`src/rtl/vape_er_atomic_monitor.sv`:
```
// Executable Region (ER) atomicity monitor.
// Tracks entry/exit of the ER from the fetch address and latches the first
// breach (illegal entry/exit, irq or DMA inside, write into ER, overrun)
// until the CPU restarts at RESET_PC.
module vape_er_atomic_monitor #(
    parameter logic [15:0] RESET_PC = 16'h0000,
    parameter int          CNT_W    = 16
) (
    input  logic             clk,
    input  logic             reset,
    input  logic [15:0]      pc,
    input  logic             irq,
    input  logic             dma_en,
    input  logic [15:0]      dma_addr,
    input  logic             data_wr,
    input  logic [15:0]      data_addr,
    input  logic [15:0]      ER_min,
    input  logic [15:0]      ER_max,
    input  logic [CNT_W-1:0] max_cyc,
    output logic             er_viol,
    output logic [2:0]       viol_cause,
    output logic [CNT_W-1:0] er_cycles
);

    typedef enum logic [1:0] {
        IDLE = 2'd0,
        RUN  = 2'd1,
        KILL = 2'd2
    } state_t;

    state_t             state_reg, state_next;
    logic [15:0]        pc_prev_reg;
    logic               er_viol_reg;
    logic [2:0]         cause_reg, cause_next;
    logic [CNT_W-1:0]   cycles_reg, cycles_next;

    logic               valid, in_er, wr_er;
    logic [2:0]         cause;
    logic               dma_addr_unused;

    // DMA target checking lives in a separate block; only dma_en matters here.
    assign dma_addr_unused = ^dma_addr;

    // Region decode; an inverted window disables every check.
    always_comb begin
        valid = (ER_min <= ER_max);
        in_er = valid && (pc >= ER_min) && (pc <= ER_max);
        wr_er = valid && data_wr && (data_addr >= ER_min) && (data_addr <= ER_max);
    end

    // Breach cause, lowest code wins when several fire together.
    always_comb begin
        cause = 3'd0;
        if (valid) begin
            if (state_reg == IDLE && in_er && pc != ER_min)
                cause = 3'd1;
            else if (state_reg == RUN && !in_er && pc_prev_reg != ER_max)
                cause = 3'd2;
            else if (state_reg == RUN && irq)
                cause = 3'd3;
            else if (state_reg == RUN && dma_en)
                cause = 3'd4;
            else if (wr_er && (state_reg == IDLE || state_reg == RUN))
                cause = 3'd5;
            else if (state_reg == RUN && max_cyc != '0 && cycles_reg >= max_cyc)
                cause = 3'd6;
        end
    end

    // Next state, latched cause and run counter.
    always_comb begin
        state_next  = state_reg;
        cause_next  = cause_reg;
        cycles_next = cycles_reg;
        case (state_reg)
            IDLE: begin
                if (!valid) begin
                    state_next = IDLE;
                end else if (cause != 3'd0) begin
                    state_next = KILL;
                    cause_next = cause;
                end else if (pc == ER_min) begin
                    state_next  = RUN;
                    cycles_next = '0;
                end
            end
            RUN: begin
                if (!valid) begin
                    state_next = IDLE;
                end else if (cause != 3'd0) begin
                    state_next = KILL;
                    cause_next = cause;
                end else if (!in_er && pc_prev_reg == ER_max) begin
                    state_next = IDLE;
                end else if (cycles_reg != '1) begin
                    // Still inside (including a loop back to ER_min): count on.
                    cycles_next = cycles_reg + 1'b1;
                end
            end
            KILL: begin
                if (pc == RESET_PC) begin
                    state_next  = IDLE;
                    cause_next  = 3'd0;
                    cycles_next = '0;
                end
            end
            default: begin
                state_next = IDLE;
                cause_next = 3'd0;
            end
        endcase
    end

    // State and output registers; reset overrides any breach in the same cycle.
    always_ff @(posedge clk) begin
        if (reset) begin
            state_reg   <= IDLE;
            er_viol_reg <= 1'b0;
            cause_reg   <= 3'd0;
            cycles_reg  <= '0;
            pc_prev_reg <= 16'h0000;
        end else begin
            state_reg   <= state_next;
            er_viol_reg <= (state_next == KILL);
            cause_reg   <= cause_next;
            cycles_reg  <= cycles_next;
            pc_prev_reg <= pc;
        end
    end

    assign er_viol    = er_viol_reg;
    assign viol_cause = cause_reg;
    assign er_cycles  = cycles_reg;

endmodule

```
`config.mk`:
```
export PLATFORM = sky130hd
export DESIGN_NAME = vape_er_atomic_monitor
export DESIGN_NICKNAME = d
export VERILOG_FILES = /design/src/rtl/vape_er_atomic_monitor.sv
export SDC_FILE = /design/constraint.sdc
export NUM_CORES = 1
export LEC_CHECK = 0
export ABC_AREA = 1
export BUFFER_PORTS_ARGS = -buffer_cell sky130_fd_sc_hd__buf_2
export CORE_UTILIZATION = 55
export CTS_BUF_LIST = sky130_fd_sc_hd__clkbuf_8
export DETAILED_ROUTE_END_ITERATION = 16
export PLACE_DENSITY_LB_ADDON = 0.1
export SYNTH_ARGS = -nofsm -noshare
export SYNTH_HDL_FRONTEND = slang
export SYNTH_SLANG_ARGS = --single-unit
```
`constraint.sdc`:
```
create_clock -name clk -period 3.1 [get_ports clk]
set_input_delay 0.62 -clock clk [delete_from_list [all_inputs] [get_ports clk]]
set_output_delay 0.62 -clock clk [all_outputs]
set_load 0.05 [all_outputs]
```
======== Word-level counts from Yosys, hierarchy flattened ========
Cells that the tools add are included.
word-level totals
  output and inout bits ................... 20
  bits in registers ....................... 38
cells by class
  reductions and logical operators ........ 25
  equal/unequal tests ..................... 18
  multiplexer cells ....................... 28
  magnitude comparators ................... 6
  add/subtract/negate cells ............... 1
operators with widths
  kind                                                              count
  16-bit two-way mux                                                8
  16-bit >= comparator                                              3
  16-bit <= comparator                                              3
  16-bit case mux with 3 select lines                               1
  16-bit == test                                                    2
  16-bit != test                                                    2
  3-bit two-way mux                                                 10
  16-bit by 1-bit adder with 16-bit output (second input constant)  1
  16-bit zero test                                                  1
  16-bit != test (second input constant)                            1
  16-bit nonzero test                                               1
  1-bit logical AND                                                 15
  2-bit two-way mux                                                 7
  2-bit != test (second input constant)                             6
  9-bit AND reduction                                               1
  2-bit by 1-bit != test with 1-bit output (second input constant)  4
  2-bit case mux with 3 select lines                                1
  3-bit case mux with 2 select lines                                1
  3-bit nonzero test                                                2
  2-bit == test (second input constant)                             2
  3-bit AND reduction                                               1
  2-bit by 1-bit == test with 1-bit output (second input constant)  1
  2-bit zero test                                                   1
  2-bit OR reduction                                                1
  other kinds (2)                                                   2

======== Logic depth before layout (Yosys ltp) ========
Gate-level depths: netlist of run 1.
  depth after elaboration ................. 16
  mapped depth ............................ 25
  gate-level depth less buffers ........... 24

======== Worst setup path after synthesis of run 1 ========
OpenSTA, ideal clock, no wires.
  path type ............................... reg2reg
  from .................................... reg cycles_reg[1] (netlist: er_cycles[1])
  to ...................................... reg cycles_reg[14] (netlist: er_cycles[14])
  library setup time ...................... 0.113 ns
  required time ........................... 2.987 ns
  setup slack ............................. 0.441 ns
  cell stages (with the launch flop) ...... 19
  buffers on the path ..................... 2
  arrival ................................. 2.546 ns
  cells stage by stage .................... dfxtp_1 > ha_1 > nand2_1 > nor2_1 > nand2_1 > nor2_1 > nand2_1 > nor3_2 > nand2_1 > nor2_1 > nand4_1 > nand2_1 > a21oi_1 > nand3_2 > nand2_2 > buf_6 > buf_12 > nor2_2 > nor2_1
on the way
  cells in the longest elaborated chain, start to end .. 12
  elaborated cells between the ends (all ways) .. 21
  those cells by class .................... 1 x add/sub; 1 x order compare; 4 x eq/ne; 12 x mux; 3 x reduce/logical
RTL lines
  item                                  RTL line  RTL
  start, declared                       35        logic [CNT_W-1:0] cycles_reg, cycles_next;
  start signal, assigned                126       cycles_reg <= cycles_next;
  16-bit >= comparator                  65        else if (state_reg == RUN && max_cyc != '0 && cycles_reg >= max_cyc)
  1-bit logical AND                     65
  3-bit two-way mux                     65
  3-bit two-way mux                     63        else if (wr_er && (state_reg == IDLE || state_reg == RUN))
  3-bit two-way mux                     61        else if (state_reg == RUN && dma_en)
  3-bit two-way mux                     59        else if (state_reg == RUN && irq)
  3-bit two-way mux                     57        else if (state_reg == RUN && !in_er && pc_prev_reg != ER_max)
  3-bit two-way mux                     55        if (state_reg == IDLE && in_er && pc != ER_min)
  3-bit two-way mux                     54        if (valid) begin
  3-bit nonzero test                    79, 90
  2-bit != test (no source line)        --
  9-bit AND reduction (no source line)  --
Parallel ways exist; a longest one is shown, timed or not. The select of a mux whose other input is x is not followed.
A chain may end at the register's enable or synchronous reset.

======== Final worst setup path of run 1 ========
  from .................................... in ER_max[7]
  to ...................................... reg cycles_reg[1] (netlist: er_cycles[1])
on the way
  cells in the longest elaborated chain, start to end .. 14
  elaborated cells between the ends (all ways) .. 30
  those cells by class .................... 3 x order compare; 7 x eq/ne; 6 x mux; 14 x reduce/logical
RTL lines
  item                                      RTL line  RTL
  start, declared                           18        input logic [15:0] ER_max,
  16-bit <= comparator                      46        valid = (ER_min <= ER_max);
  1-bit logical AND (3 in a row)            48        wr_er = valid && data_wr && (data_addr >= ER_min) && (data_addr <= ER_max);
  1-bit logical AND                         63
  3-bit two-way mux                         63
  3-bit two-way mux                         61
  3-bit two-way mux                         59
  3-bit two-way mux                         57
  3-bit two-way mux                         55
  3-bit two-way mux                         54
  3-bit nonzero test                        79, 90
  2-bit != test (no source line)            --
  9-bit AND reduction (no source line) (*)  --
Every way passes the cells marked *; elsewhere a longest branch is shown, timed or not.

==> results of run 1 <==
-- critical path, delay by kind of cell --
family | cells | cell delay, ns
fa+ha+maj | 1 | 0.30
buf+inv | 3 | 0.37
simple gates | 19 | 1.70
-- metrics by stage --
stage | setup WS (ns) | hold slack [ns] | cells | power [mW]
floorplan | 0.441 | 0.549 | 675 | 0.826
global placement | 0.144 | 0.451 | 876 | 0.956
detailed placement | 0.0166 | 0.457 | 876 | 0.978
CTS | 0.313 | 0.469 | 884 | 1.33
global route | 0.0746 | 0.492 | 884 | 1.43
finish | 0.276 | 0.471 | 884 | 1.33
-- power groups by stage --
| stage | Combinational (mW) | Sequential, mW | Clock [mW] |
|---|---|---|---|
| after detailed placement | 0.454 | 0.524 | 0 |
| final | 0.457 | 0.513 | 0.357 |
| after CTS | 0.457 | 0.513 | 0.365 |
| after global placement | 0.432 | 0.524 | 0 |
| after global routing | 0.528 | 0.515 | 0.387 |
| after floorplan | 0.289 | 0.537 | 0 |
-- cell families (layout without fill, tap and decap cells) --
family | after synthesis | after routing | synth area share, %
xor+xnor | 12 | 12 | 2.34
simple gates | 321 | 321 | 32.2
flops | 38 | 38 | 17.0
buf+inv | 118 | 225 | 10.5
compound gates | 89 | 89 | 11.0
fa+ha+maj | 97 | 97 | 27.0
-- cell usage after synthesis --
master	number	area [µm²]
xor2_1	6	52.6
nand3_4	1	17.5
nand3b_1	1	7.51
a31oi_1	2	12.5
nand2_4	2	22.5
nor3_2	3	30.0
dfxtp_1	38	761
nor2_4	2	22.5
nor3_1	9	45.0
nand2_2	6	37.5
inv_1	106	398
buf_2	2	10.0
nand4_1	11	68.8
ha_1	97	1210
nand2_1	150	563
o211ai_1	2	15.0
inv_2	3	11.3
buf_12	1	20.0
o21a_1	4	30.0
nor2_2	17	106
clkbuf_1	3	11.3
o21bai_1	2	15.0
a21oi_2	2	17.5
or2_2	4	25.0
o21ai_0	15	75.1
buf_6	1	11.3
nor4_1	8	50.1
clkinv_1	2	7.51
nand3_2	2	20.0
a21oi_1	54	270
xnor2_1	6	52.6
o221ai_1	2	17.5
nand3_1	25	125
nor2_1	78	293
o31ai_1	1	7.51
o21ai_1	2	10.0
or2_1	2	12.5
a21o_1	3	22.5
-- metal layers --
layer  part of all wire [%]  GRT usage (%)  vias up
met4                   0.76           4.95        0
met3                    4.7           4.19        9
met1                     47           33.7     1981
met5                      0              0        -
li1                       -              -     2410
met2                     47           46.4       95
-- worst paths after layout --
check	to	from	slack [ns]	cells past startpoint
setup / recovery	er_cycles[1]	ER_max[7]	0.28	23
hold / removal	viol_cause[0]	viol_cause[0]	0.47	2
setup reg to reg	er_cycles[11]	er_cycles[15]	0.52	18
hold reg to reg	viol_cause[0]	viol_cause[0]	0.47	2
-- layout make-up --
class	instances	area [µm²]	area share, %
inverter	111	417	8.00
clock buffer	6	82.6	1.59
clock inverter	2	12.5	0.240
multi-input combinational	519	3260	62.6
timing repair buffer	106	548	10.5
tap	102	128	2.45
sequential	38	761	14.6
==> results.md, run 1 <==
- The tool flagged a number of max-cap violations equal to 0.
- The highest clock frequency the design can meet is 0.354 GHz.
- The number of nets in the final layout is 979.
- For this design, the slowest cell found on the critical path is ha_1.
- The placed instances occupy a cell area of 5110 µm².
- Leaving out fill and tap cells, the most frequent cells in the layout are 150 x nand2_1, 106 x inv_1, 104 x buf_2.
- The buffer depth of the longest clock path is 2.
- The H-tree generated during clock tree synthesis spans 2 levels.
- The share of the Yosys chip area taken by registers is 17.0%.
- For this design, the CTS-stage hold fixing added 0 buffers.
- Relative to the synthesized area, the layout overhead comes to 16.0%.
- The die is 92.3 µm wide.
- Setup repair after global routing left no endpoint under its margin.
- The via count of the first global-routing pass is 4212.
- The library cell used as clock root buffer is clkbuf_8.
- The global-route wire length before repair is 18200 µm.
- The post-cts gate resize count is 0.
- The headroom to the max-slew limit is 65.9%.
- The floorplan step set the die height to 92.3 µm.
- Summed over all layers, the routed wires come to 10700 µm.
- The pin count of the biggest net entering global routing is 30.
- Among the stages of the critical path, the cell type that occurs most often is nand2_1.
- The initial antenna violation count is 0.
- The max-slew violation count came to 0.
- STA classifies the critical path endpoint as a flip-flop.
- The switching portion of total power is 34.6%.
- The aggregate negative setup slack is 0 ns.
- The clock network is responsible for 26.9% of the overall power.
- For the finished layout, the period the worst path requires is 2.82 ns.
- The run finished with clean final reports.
- The via count is 4495.
- At the worst endpoint, the arrival time is 2.99 ns.
- The top-level I/O count is 121.
- A synthesized cell averages 6.65 µm².
- Synthesis produced a netlist with a net count of 873.
- The global-route total usage across every layer is 26.3%.
- The TritonCTS buffer count is 5.
- The DRC violation total after the first TritonRoute iteration is 153.
- The number of detailed-routing iterations run before antenna repair is 4.
- The clock latency reported for the late side of the worst-skew pair is 0.29 ns.
- In this run the cell area of the synthesized design comes to 4490 µm².
- The starting density of the core is 57.5%.
- Dividing the detail-routed wire length by the instance count gives 12.1 µm.
- The layout cell share with drive strength beyond 1 is 19.9%.
- The power per cell area is 255 nW/µm².
- The HPWL after detailed placement is 9220 µm.
- The number of buffers inserted by port buffering is 104.
- The core area is 7810 µm².
- Clock-pin slew was measured on the worst setup and hold paths at 0.08 ns.
- For this run, the slowest stage of the critical path takes 0.30 ns.
- Data on the critical path is required at its endpoint by 3.27 ns.
- The share of power burned in combinational logic is 34.5%.
- The initialized floorplan defines 32 standard-cell rows.
- Clock skew on the completed layout was measured at 0.00675 ns.
- For the pin with the worst max-slew slack, the measured transition is 0.507 ns.
- The netlist uses 38 different library cells.
- The reported net switching power is 459 µW.
- The repair_antennas step left the layout with diodes totalling 0.
- The worst setup path is launched from an input pin.
- The total die area is 8530 µm².
- Along the worst path, the maximum fanout reaches 29.
- The largest voltage drop on the vdd net is 0.202 mV.
- The fill cell instance count of the final layout is 745.
- The classification of the worst-slack hold path is flip-flop to flip-flop.
- The number of routed nets with antenna violations is 0.
- Summed over all layers, the global routing overflow is 0.
- In the routed design, unresolved DRC markers number 0.
- The critical path in this run is classified as input pin to flip-flop.
- For this design, the sink count on the clock tree is 38.
- The share of the core filled with cells in the final layout is 66.7%.
- Summing all non-filler instances in the final layout gives an area of 5210 µm².
- Walking the worst path, the cells encountered are buf_2 > inv_1 > ha_1 > nand2_1 > nor2_1 > nand2_1 > nand2_1 > nand2_1 > nand2_1 > nand2_1 > nand3_4 > nor2_1 > nor2_1 > nand2_1 > nand2_2 > nand2_2 > nor2_4 > nand3_2 > nand2_2 > buf_12 > nand2_1 > nand2_1 > nor2_1.
- Buffers added to address setup during post-CTS repair amount to 0.
- In the synthesized netlist, the number of instances is 675.
- The internal power of the cells totals 868 µW.
- During synthesis, Yosys emitted a total of 0 warnings.
- Setup violations remaining at the end of the flow were counted as 0.
- In the finished design, the share of the clock period the worst path needs comes to 91.1%.
- The placer's final routability congestion estimate is 0.876.
- The number of hold violations in the final report is 0.
- In this run, flip-flops and latches consume 38.7% of the power.
- The number of vias per cell after detailed routing is 5.08.
- In this run, synthesis produced a sequential element count of 38.
- The leakage power total is 2.89 nW.
- The TritonCTS clock tree is built.
- The most common cell after layout, fill and taps aside is nand2_1.
Power figures use the tool's default switching activity.
==> run 2: changes to the inputs <==
Settings changed: BUFFER_PORTS_ARGS -buffer_cell sky130_fd_sc_hd__buf_2 to not set, CORE_UTILIZATION 55 to 60, DONT_BUFFER_PORTS set to 1.
==> results.md, run 2 (synthesis results as in run 1) <==
- For this run, design rule violations remaining after detail routing come to 0.
- Leaving out fill and tap cells, the most frequent cells in the layout are 150 x nand2_1, 106 x inv_1, 97 x ha_1.
- The worst setup path is launched from an input pin.
- Row generation in the floorplan step produced 31 rows.
- By startpoint and endpoint, the worst setup path is classified as input pin to flip-flop.
- The area added between synthesis and finish is 8.06%.
- Global routing finished with a remaining overflow of 0.
- The max-slew violation count came to 0.
- The number of vias per cell after detailed routing is 5.40.
- For met1 alone, demand over resource in global routing was 35.4%.
- The number of routed nets with antenna violations is 0.
- Across the run, the number of max-cap violations was 0.
- The core area is 7250 µm².
- The post-placement cell count is 785.
- The initial antenna violation count came to 0.
- The reported net switching power is 433 µW.
- Of the available clock period, the critical path in the final layout requires 90.0%.
- The most heavily used metal layer in global routing is met2.
- The fill cell instance count of the final layout is 663.
- The hold buffer count at cts is 0.
- The clock share of power is 37.5%.
- For this design the ratio of total power to cell area is 295 nW/µm².
- In this run, flip-flops and latches consume 36.9% of the power.
- The met2 routing resource usage after global routing is 48.7%.
- The instance area after placement is 4710 µm².
- The number of hold violations in the final report came to 0.
- STA puts the critical path data required time at 3.29 ns.
- The placer's final routability congestion estimate is 0.937.
- The floorplan step defined a die boundary enclosing 7830 µm².
- Per report_power, the combinational group accounts for 25.6% of the total.
- The most common cell after layout, fill and taps aside is nand2_1.
- The repair_antennas step left the layout with diodes totalling 0.
- After legalization and detailed placement, the total HPWL measured 9160 µm.
- STA puts the critical path data arrival time at 2.98 ns.
- The met3 usage is 5.88%.
- Entering global routing, the biggest net connects 30 pins.
- The H-tree depth reported by CTS is 2.
- The highest clock frequency the design can meet is 0.358 GHz.
- The headroom to the max-slew limit is 65.5%.
- In this run, CTS created clock tree buffers numbering 5.
- The DRC violation total after the first TritonRoute iteration is 186.
- The root buffer cell chosen for the clock tree is clkbuf_8.
- The via count of the first global-routing pass is 4006.
- The post-cts gate resize count is 0.
- The post-CTS clock slew at the launch and capture registers of the worst setup and hold paths is 0.08 ns.
- For this run, the slowest stage of the critical path takes 0.31 ns.
- The starting density of the core is 61.9%.
- Leaving out filler cells and counting taps, the final layout contains 793.
- The average wire per standard cell is 13.5 µm.
- The post-detailed-routing wire length is 10700 µm.
- The final design instance area without fill is 4850 µm².
- Setup repair after global routing left no endpoint under its margin.
- The kind of capture point of the worst setup path is a flip-flop.
- The run finished with clean final reports.
- In this run the worst hold path is classified as input pin to flip-flop.
- The number of nets in the final layout is 891.
- The number of post-CTS setup repair buffers is 0.
- The final critical path time including I/O delays and setup is 2.79 ns.
- The final worst clock skew is 0.00883 ns.
- The internal portion of the total power is 995 µW.
- Traced cell by cell, the critical path runs through inv_1 > ha_1 > a21oi_1 > o21ai_0 > a21oi_1 > nand2_2 > nand2_4 > nand3_4 > a21oi_2 > a21oi_2 > nor2_4 > nand3_2 > nand2_2 > buf_12 > nand2_1 > nand2_1 > nor2_1.
- The clock latency reported for the late side of the worst-skew pair is 0.30 ns.
- The TritonCTS clock tree is built.
- The clock net in this run drives a total of 38 sinks.
- The layout cell share with drive strength beyond 1 is 9.80%.
- The worst-case IR drop observed on VDD is 0.200 mV.
- The via count is 4280.
- Along the worst path, the maximum fanout reaches 29.
- In the final layout, the multi-input gates occupy 3260 µm².
- The switching portion of total power is 30.3%.
- The standard cell with the maximum stage delay on the critical path is a21oi_1.
- Summed over all cells, the static leakage comes to 2.56 nW.
- The number of buffers inserted by port buffering is 0.
- For this run, the total global-route usage over all layers was measured as 28.0%.
- The global-route wire length before repair is 17100 µm.
- Counting along the longest clock path gives a buffer depth of 2.
- The number of detailed-routing iterations run before antenna repair is 4.
- Measured along the y axis, the die boundary spans 88.5 µm.
- The actual slew at the worst max-slew pin is 0.518 ns.
- In this run the count of I/O pins placed on the die edge is 121.
- Setup total negative slack on the finished layout was measured at 0 ns.
- Registers take 761 µm².
- The x dimension of the die is 88.5 µm.
- Setup violations remaining at the end of the flow were counted as 0.
==> run 2: cell count changes in the layout (fill, tap and decap cells not counted) <==
cell,previous run,this run
bufinv_16,0,2
buf_2,104,0
clkinvlp_4,1,0
clkinv_2,1,0
buf_4,1,17
==> run 2: per-layer routing <==
metal	up-vias	part of all wire (%)
met4	0	1.6
met2	111	47
met3	18	6.4
met5	-	0
li1	2227	-
met1	1924	45
==> run 2: power groups by stage <==
stage / Sequential (mW) / Combinational (mW) / Clock [mW]
finish: 0.527 / 0.365 / 0.536
global route: 0.529 / 0.426 / 0.567
CTS: 0.527 / 0.364 / 0.547
detailed placement: 0.539 / 0.361 / 0
global placement: 0.538 / 0.340 / 0
floorplan: 0.537 / 0.289 / 0
==> run 2: final cells by class <==
cell class | instances | area share, %
sequential | 38 | 15.7
tap | 99 | 2.55
inverter | 111 | 8.59
timing repair buffer | 18 | 3.04
clock inverter | 2 | 1.24
multi-input combinational | 519 | 67.2
clock buffer | 6 | 1.70
==> run 2: final timing paths <==
kind / startpoint / to / slack [ns] / cells past startpoint
setup / recovery: ER_max[15] / er_cycles[5] / 0.31 / 17
hold / removal: reset / pc_prev_reg[9] / 0.39 / 1
setup reg to reg: er_cycles[1] / er_cycles[9] / 0.52 / 18
hold reg to reg: er_cycles[3] / er_cycles[3] / 0.54 / 2
==> run 2: through the flow <==
| stage | setup WS (ns) | hold WS (ns) | power, mW | util, % |
|---|---|---|---|---|
| 5_1_grt | 0.143 | 0.365 | 1.52 | 66.9 |
| 4_1_cts | 0.336 | 0.371 | 1.44 | 66.9 |
| 3_5_place_dp | 0.0340 | 0.535 | 0.900 | 64.9 |
| 6_report | 0.310 | 0.386 | 1.43 | 66.9 |
| 3_3_place_gp | 0.150 | 0.516 | 0.878 | 64.9 |
| 2_1_floorplan | 0.441 | 0.549 | 0.826 | - |
==> run 2: critical path: cells and delay by family <==
kind | cells | cell delay [ns]
AO/OA/AOI/OAI | 5 | 0.91
adder cells (fa/ha/maj) | 1 | 0.29
buffers and inverters | 2 | 0.24
AND/OR/NAND/NOR | 9 | 0.92
